### config.mk
export PLATFORM = sky130hd
export DESIGN_NAME = atm_cash_dispenser
export DESIGN_NICKNAME = d
export VERILOG_FILES = /design/src/rtl/atm_cash_dispenser.sv
export SDC_FILE = /design/constraint.sdc
export NUM_CORES = 1
export LEC_CHECK = 0
export ABC_AREA = 1
export BUFFER_PORTS_ARGS = -buffer_cell sky130_fd_sc_hd__buf_2
export CAP_MARGIN = 20
export CORE_ASPECT_RATIO = 1.1
export CORE_UTILIZATION = 45
export DETAILED_ROUTE_END_ITERATION = 10
export HOLD_SLACK_MARGIN = 0.03
export PLACE_DENSITY = 0.63
export SYNTH_ARGS = -nofsm -noshare
export SYNTH_HDL_FRONTEND = slang
export SYNTH_SLANG_ARGS = --single-unit
### constraint.sdc
create_clock -name clk -period 6.3 [get_ports clk]
set_input_delay 0.63 -clock clk [delete_from_list [all_inputs] [get_ports clk]]
set_output_delay 0.63 -clock clk [all_outputs]
set_load 0.01 [all_outputs]
### src/rtl/atm_cash_dispenser.sv
// Note dispenser: greedy breakdown of an authorised amount against the on-board
// inventory, then metered note-by-note delivery over a valid/ack handshake.
module atm_cash_dispenser #(
   parameter int DENOM_HI  = 100,
   parameter int DENOM_MID = 50,
   parameter int DENOM_LO  = 10,
   parameter int INIT_CNT  = 20,
   parameter int MAX_NOTES = 40
) (
   input  logic        clk,
   input  logic        reset,
   input  logic        dispense_req,
   input  logic [15:0] dispense_amount,
   input  logic        refill,
   input  logic        note_ack,
   output logic        note_valid,
   output logic [1:0]  note_sel,
   output logic        busy,
   output logic        dispense_ok,
   output logic        dispense_fail,
   output logic [7:0]  cnt_hi,
   output logic [7:0]  cnt_mid,
   output logic [7:0]  cnt_lo
);

   typedef enum logic [2:0] {ST_IDLE, ST_PLAN, ST_DISPENSE, ST_DONE, ST_REJECT} state_t;

   // Per-denomination arrays are indexed by note_sel: 2=HI, 1=MID, 0=LO.
   localparam logic [7:0]       INIT_VAL  = 8'(INIT_CNT);
   localparam logic [9:0]       MAX_TOTAL = 10'(MAX_NOTES);
   localparam logic [2:0][15:0] DENOM     = {16'(DENOM_HI), 16'(DENOM_MID), 16'(DENOM_LO)};

   state_t          state_q, state_d;
   logic [15:0]     rem_q, rem_d;
   logic [2:0][7:0] plan_q, plan_d;
   logic [2:0][7:0] cnt_q, cnt_d;
   logic [9:0]      total_q, total_d;

   logic            pick_ok;
   logic [1:0]      pick_idx;
   logic            over_limit;
   logic [1:0]      out_sel;
   logic            xfer;

   always_ff @(posedge clk) begin
      if (reset) begin
         state_q <= ST_IDLE;
         rem_q   <= '0;
         plan_q  <= '0;
         cnt_q   <= {3{INIT_VAL}};
         total_q <= '0;
      end else begin
         state_q <= state_d;
         rem_q   <= rem_d;
         plan_q  <= plan_d;
         cnt_q   <= cnt_d;
         total_q <= total_d;
      end
   end

   // Highest denomination that still fits the remainder and has stock left.
   always_comb begin
      pick_ok  = 1'b0;
      pick_idx = 2'd0;
      for (int i = 2; i >= 0; i--) begin
         if (!pick_ok && rem_q >= DENOM[i] && plan_q[i] < cnt_q[i]) begin
            pick_ok  = 1'b1;
            pick_idx = 2'(i);
         end
      end
   end

   assign over_limit = (total_q >= MAX_TOTAL) && (rem_q != '0);
   assign out_sel    = (plan_q[2] != '0) ? 2'd2 : ((plan_q[1] != '0) ? 2'd1 : 2'd0);
   assign xfer       = (state_q == ST_DISPENSE) && note_ack;

   always_comb begin
      state_d = state_q;
      case (state_q)
         ST_IDLE:     if (dispense_req) state_d = ST_PLAN;
         ST_PLAN: begin
            if (over_limit)                               state_d = ST_REJECT;
            else if (pick_ok)                             state_d = ST_PLAN;
            else if (rem_q == '0 && total_q != '0)        state_d = ST_DISPENSE;
            else                                          state_d = ST_REJECT;
         end
         ST_DISPENSE: if (xfer && total_q == 10'd1) state_d = ST_DONE;
         ST_DONE:     state_d = ST_IDLE;
         ST_REJECT:   state_d = ST_IDLE;
         default:     state_d = ST_IDLE;
      endcase
   end

   always_comb begin
      rem_d   = rem_q;
      plan_d  = plan_q;
      cnt_d   = cnt_q;
      total_d = total_q;
      case (state_q)
         ST_IDLE: begin
            if (dispense_req) begin
               rem_d   = dispense_amount;
               plan_d  = '0;
               total_d = '0;
            end else if (refill) begin
               cnt_d = {3{INIT_VAL}};
            end
         end
         ST_PLAN: begin
            if (!over_limit && pick_ok) begin
               plan_d[pick_idx] = plan_q[pick_idx] + 8'd1;
               rem_d            = rem_q - DENOM[pick_idx];
               total_d          = total_q + 10'd1;
            end
         end
         ST_DISPENSE: begin
            if (xfer) begin
               plan_d[out_sel] = plan_q[out_sel] - 8'd1;
               cnt_d[out_sel]  = cnt_q[out_sel] - 8'd1;
               total_d         = total_q - 10'd1;
            end
         end
         default: ;
      endcase
   end

   always_comb begin
      note_valid    = (state_q == ST_DISPENSE);
      note_sel      = (state_q == ST_DISPENSE) ? out_sel : 2'd0;
      busy          = (state_q != ST_IDLE);
      dispense_ok   = (state_q == ST_DONE);
      dispense_fail = (state_q == ST_REJECT);
      cnt_hi        = cnt_q[2];
      cnt_mid       = cnt_q[1];
      cnt_lo        = cnt_q[0];
   end

endmodule
# Yosys cells after proc, flatten, opt, wreduce, memory -nomap -nowiden
# Index checks and enable logic that the tools add are counted.
[op_classes] n_addsub=6 multipliers=0 n_div=0 order_cmp=11 eq_ne=11 shift=0 n_mux=45 bitwise=0 reduce_logical=29
[ops] op="24-bit two-way mux" count=6
[ops] op="24-bit bitwise mux" count=3
[ops] op="24-bit case mux with 3 select lines" count=1
[ops] op="8-bit binary-select mux with 2-bit select" count=3
[ops] op="16-bit two-way mux" count=3
[ops] op="24-bit case mux with 2 select lines" count=1
[ops] op="8-bit two-way mux" count=5
[ops] op="16-bit binary-select mux with 2-bit select" count=1
[ops] op="8-bit demux with 2-bit select" count=2
[ops] op="16-bit case mux with 2 select lines" count=1
[ops] op="10-bit two-way mux" count=3
[ops] op="10-bit case mux with 3 select lines" count=1
[ops] op="8-bit < comparator" count=3
[ops] op="16-bit by 4-bit >= comparator with 1-bit output (second input constant)" count=1
[ops] op="16-bit by 6-bit >= comparator with 1-bit output (second input constant)" count=1
[ops] op="16-bit by 7-bit >= comparator with 1-bit output (second input constant)" count=1
[ops] op="16-bit logical NOT" count=1
[ops] op="16-bit nonzero test" count=1
[ops] op="8-bit nonzero test" count=2
[ops] op="16-bit subtractor" count=1
[ops] op="8-bit by 1-bit subtractor with 8-bit output (second input constant)" count=2
[ops] op="3-bit two-way mux" count=5
[ops] op="1-bit logical AND" count=12
[ops] op="10-bit by 1-bit adder with 10-bit output (second input constant)" count=1
[ops] op="other kinds (22)" count=41
[totals] register_bits=77 latch_bits=0 mem_bits_rw=0 rom_bits=0 out_inout_bits=30 wordCells=111 mem_count=0

# Logic depth before layout (Yosys ltp)
[logic_depth] ltp_word=18 ltp_mapped=28

# Worst setup path after synthesis
# OpenSTA, ideal clock, no wires.
[synth_timing] kind="reg2reg" startpoint="reg cnt_q, in the netlist cnt_mid[7]" endpoint="reg rem_q[14]" setup_time_ns=0.119 arrival_time_ns=3.270 required_ns=6.181 path_slack_ns=2.911 path_stages_with_launch=27 synth_period_minus_slack_ns=3.389 cell_sequence="dfxtp_1 inv_1 ha_1 nand2_1 nor2_1 nand2_1 a21oi_2 inv_2 nand3_4 nand2_4 inv_2 clkbuf_1 ha_1 a21oi_1 o21ai_0 nor2_1 nor2_1 inv_1 nand2_1 nor2_1 inv_1 nor2_1 nand3_1 o21ai_0 nand2_1 o21ai_0 a21oi_1"
[synth_between] elab_chain_cells=12 word_cells_on_any_way=17 classes_between="add/sub: 1; order compare: 1; eq/ne: 1; mux: 8; reduce/logical: 6"
[synth_rtl] item="start, declared" line="36" source="logic [2:0][7:0] cnt_q, cnt_d;"
[synth_rtl] item="start signal, assigned" line="50" source="cnt_q <= {3{INIT_VAL}};"
[synth_rtl] item="start signal, assigned" line="56" source="cnt_q <= cnt_d;"
[synth_rtl] item="8-bit < comparator *" line="66" source="if (!pick_ok && rem_q >= DENOM[i] && plan_q[i] < cnt_q[i]) begin"
[synth_rtl] item="1-bit logical AND *" line="66"
[synth_rtl] item="1-bit two-way mux" line="66"
[synth_rtl] item="1-bit logical NOT" line="66"
[synth_rtl] item="1-bit logical AND (2 in series)" line="66"
[synth_rtl] item="2-bit two-way mux" line="66"
[synth_rtl] item="16-bit binary-select mux with 2-bit select" line="112" source="rem_d = rem_q - DENOM[pick_idx];"
[synth_rtl] item="16-bit two-way mux (not written as such)" line="112"
[synth_rtl] item="16-bit subtractor" line="112"
[synth_rtl] item="16-bit two-way mux" line="110" source="if (!over_limit && pick_ok) begin"
[synth_rtl] item="16-bit case mux with 2 select lines" line="99" source="case (state_q)"
[synth_rtl] item="end signal, assigned" line="54" source="rem_q <= rem_d;"
[synth_rtl] item="end, declared" line="34" source="logic [15:0] rem_q, rem_d;"
# Mark *: on every way between the ends. The rest lies on a longest branch, timed or not. The select of a mux whose other input is x is not followed.
# A chain may end at the register's enable or synchronous reset.

# Worst setup path after layout
[layout_timing] startpoint="reg cnt_q, in the netlist cnt_hi[7]" endpoint="reg rem_q[14]"
[layout_between] elab_chain_cells=16 word_cells_on_any_way=22 classes_between="add/sub: 1; order compare: 1; eq/ne: 1; mux: 10; reduce/logical: 9"
[layout_rtl] item="8-bit < comparator *" line="66"
[layout_rtl] item="1-bit logical AND *" line="66"
[layout_rtl] item="1-bit two-way mux" line="66"
[layout_rtl] item="1-bit logical NOT" line="66"
[layout_rtl] item="1-bit logical AND (2 in series)" line="66"
[layout_rtl] item="1-bit two-way mux" line="66"
[layout_rtl] item="1-bit logical NOT" line="66"
[layout_rtl] item="1-bit logical AND (2 in series)" line="66"
[layout_rtl] item="2-bit two-way mux" line="66"
[layout_rtl] item="16-bit binary-select mux with 2-bit select" line="112"
[layout_rtl] item="16-bit two-way mux (not written as such)" line="112"
[layout_rtl] item="16-bit subtractor" line="112"
[layout_rtl] item="16-bit two-way mux" line="110"
[layout_rtl] item="16-bit case mux with 2 select lines" line="99"
# Marked as above.

==> flow_summary_export.csv <==
group,metric,value,unit
critical_path,r2r_start,"cnt_hi[7]$_SDFFE_PP0P_",
floorplanning,i_o_pins,51,
critical_path,worst-endpoint-required,6.59,ns
sta,timing.slew.headroom,41.80,%
global_routing,grt_max_degree,51,
floorplanning,die_span_x,113.9,um
critical_path,reg2regPathDepth,24,
finish,number_of_diodes,0,
detailed_routing,detail_route.vias_per_cell,5.380,
detailed_routing,routed_wirelength,19840,um
yosys,syn-num-nets,1051,
critical_path,timing.rr.end,"rem_q[14]$_SDFFE_PP0P_",
global_routing,grt_usage,28.96,%
finish,layout_cell_share_with_drive_strength_beyond_1,12.32,%
floorplanning,initial_core_utilization,46.51,%
floorplanning,dieHeight,125.1,um
critical_path,cp-end-kind,"flop",
yosys,postSynthCellCount,995,
sta,total_of_endpoints_with_negative_setup_slack_in_the_final_report,0,
place,gp_routability_congestion,0.9572,
clock_network,cts.repair_timing.setup_buffer_count,0,
sta,setup-tns-final,0,ns
critical_path,reg2reg_slack,2.41,ns
clock_network,clk_path_buf_depth,2,
floorplanning,die_area,14240,um2
critical_path,crit_type,"reg2reg",
critical_path,startpoint_class_of_the_critical_path,"flop",
yosys,synth_cell_types,56,
finish,final-seq-area,1541,um2
status,run_status,"complete, no violations",
sta,worstMarginPinSlew,0.8702,ns
floorplanning,rows,44,
detailed_routing,routed_wire_length_per_instance,16.33,um
clock_network,cts_sinks,77,
finish,layout_common_cells,"nand2_1 (252), inv_1 (115), a21oi_1 (109)",
detailed_routing,drt_drc_violations_left,0,
sta,layout_worst_path_cycle_share,61.80,%
global_routing,wire_length_of_the_first_global_routing_pass,32150,um
place,port_bufs,50,
yosys,synth_enable_flop_cells,0,
sta,grt_setup_unrepaired,"false",
detailed_routing,drtIter0Drc,528,
yosys,ys_ff_latch,77,
clock_network,hold_buffers,0,
global_routing,first_global_vias,6256,
yosys,dominantRegCellSynth,"dfxtp_1",
sta,fin_crit,3.893,ns
clock_network,cts_made_buffers,9,
clock_network,total_number_of_h_tree_levels,3,
detailed_routing,detail-route-antenna-nets,0,
yosys,async_flop_share,0,%
clock_network,cts_tree,"yes",
finish,areaGrowthSynthToFinish,10.24,%
sta,timing.hold.ws,0.4765,ns
place,detailedPlacementHpwl,14590,um
clock_network,cts_root_buffer,"clkbuf_16",
sta,timing_max_transition_violations_final,0,
hold_path,min_delay_path_depth,2,
yosys,synth.top_cells.by_area,"dfxtp_1 (25%), nand2_1 (15%), a21oi_1 (8.8%), ha_1 (7.1%), inv_1 (7.0%)",
detailed_routing,drt-pass1-iter-count,5,
flow_run,drv.max_cap_violation_count,0,
finish,nNetsFinal,1082,
clock_network,clk_pin_slew_worst_paths,0.06,ns
clock_network,post_cts_resized,0,
yosys,yosysWarnings,0,
finish,most_frequent_standard_cell_in_the_layout_excluding_fill_and_tap_cells,"nand2_1",
critical_path,arrival,4.18,ns
global_routing,grt.overflow.total,0,
global_routing,grt_antenna_before_repair,0,
yosys,area_share_of_the_largest_cell_type_after_synthesis,24.88,%
sta,maxClockFrequency,0.2569,GHz
yosys,netlist.top_cell.by_area,"dfxtp_1",
hold_path,worst_hold_path_class,"reg2reg",
floorplanning,coreArea,13320,um2
sta,finalHoldViolCount,0,
clock_network,clkLatencyLatePin,0.36,ns
finish,multi_input_comb_area,3953,um2
yosys,syn-cell-area,6196,um2
yosys,synthesis.area_per_instance,6.227,um2
sta,finClkSkew,0.005871,ns
yosys,yosysSeqAreaShare,24.88,%
critical_path,critPathMaxFanout,25,
finish,num-fill-cells,1465,
finish,core_occupancy_in_the_finished_layout,51.27,%
detailed_routing,num_vias,6537,
==> cells by family after synthesis <==
| kind of cell | synth area share [%] |
|---|---|
| compound gates | 21.73 |
| xor+xnor | 2.383 |
| fa+ha+maj | 7.068 |
| buf+inv | 11.41 |
| flops | 24.88 |
| mux | 0.6462 |
| simple gates | 31.89 |
==> sequential cells by signal (all words and copies together), names as in the netlist, named ones only <==
register	flops
cnt_mid	8
cnt_lo	8
rem_q	15
plan_q	24
cnt_hi	8
state_q	3
total_q	10
==> worst max-delay path, stage by stage, from the launching register on <==
cell	delay [ns]
dfxtp_1	0.35
inv_1	0.07
ha_1	0.31
a21oi_1	0.17
o21a_1	0.19
nand3_4	0.30
nand3_4	0.31
nand2_4	0.10
inv_2	0.22
ha_1	0.33
a21oi_1	0.15
o21ai_0	0.09
nor2_1	0.14
nor2_1	0.05
inv_1	0.06
nand2_1	0.10
nor2_1	0.10
inv_1	0.07
nor2_1	0.11
nand3_1	0.10
a21oi_1	0.13
o21ai_0	0.10
nand2_1	0.06
o21ai_0	0.06
a21oi_1	0.16
==> per-layer routing <==
metal | global-route usage, % | part of all wire (%) | vias to the layer above
met5 | 0 | 0 | -
met4 | 12.15 | 3.4 | 0
met3 | 5.623 | 5.6 | 50
met2 | 46.88 | 46 | 210
met1 | 37.47 | 45 | 2946
li1 | - | - | 3331
==> cell usage after synthesis (6+ instances only) <==
library cell	count
nand2_1	252
inv_1	115
a21oi_1	109
nor2_1	95
dfxtp_1	77
o21ai_0	72
nand3_1	43
ha_1	35
inv_2	22
clkbuf_1	18
o211ai_1	14
nor3_1	13
o22ai_1	10
nand4_1	9
xor2_1	9
nor2_2	7
o21ai_1	7
xnor2_1	6
==> final cells by class <==
cell class	instances	area share (%)
Multi-Input combinational cell	746	57.87
Clock inverter	4	0.8060
Sequential cell	77	22.57
Clock buffer	12	3.755
Tap cell	184	3.371
Inverter	139	7.639
Timing Repair Buffer	53	3.993
==> metrics by stage <==
stage | cell area [um2] | cells | worst slack [ns]
2_1_floorplan | 6196 | 995 | 2.911
3_3_place_gp | 6519 | 1199 | 2.605
3_5_place_dp | 6519 | 1199 | 2.455
4_1_cts | 6830 | 1215 | 2.433
5_1_grt | 6830 | 1215 | 1.977
6_report | 6830 | 1215 | 2.407
==> worst max-delay path by stage <==
stage	startpoint	to	slack, ns	cells past startpoint
3_5_place_dp	cnt_hi[7]$_SDFFE_PP0P_	rem_q[14]$_SDFFE_PP0P_	2.46	24
6_report	cnt_hi[7]$_SDFFE_PP0P_	rem_q[14]$_SDFFE_PP0P_	2.41	24
5_1_grt	cnt_hi[7]$_SDFFE_PP0P_	rem_q[14]$_SDFFE_PP0P_	1.98	24
3_3_place_gp	cnt_hi[7]$_SDFFE_PP0P_	rem_q[14]$_SDFFE_PP0P_	2.61	24
2_1_floorplan	cnt_mid[7]$_SDFFE_PP0P_	rem_q[14]$_SDFFE_PP0P_	2.91	26
4_1_cts	cnt_hi[7]$_SDFFE_PP0P_	rem_q[14]$_SDFFE_PP0P_	2.43	24
Power is not shown: default switching activity piles up to over one toggle a cycle in this logic, so the estimate is an artifact.
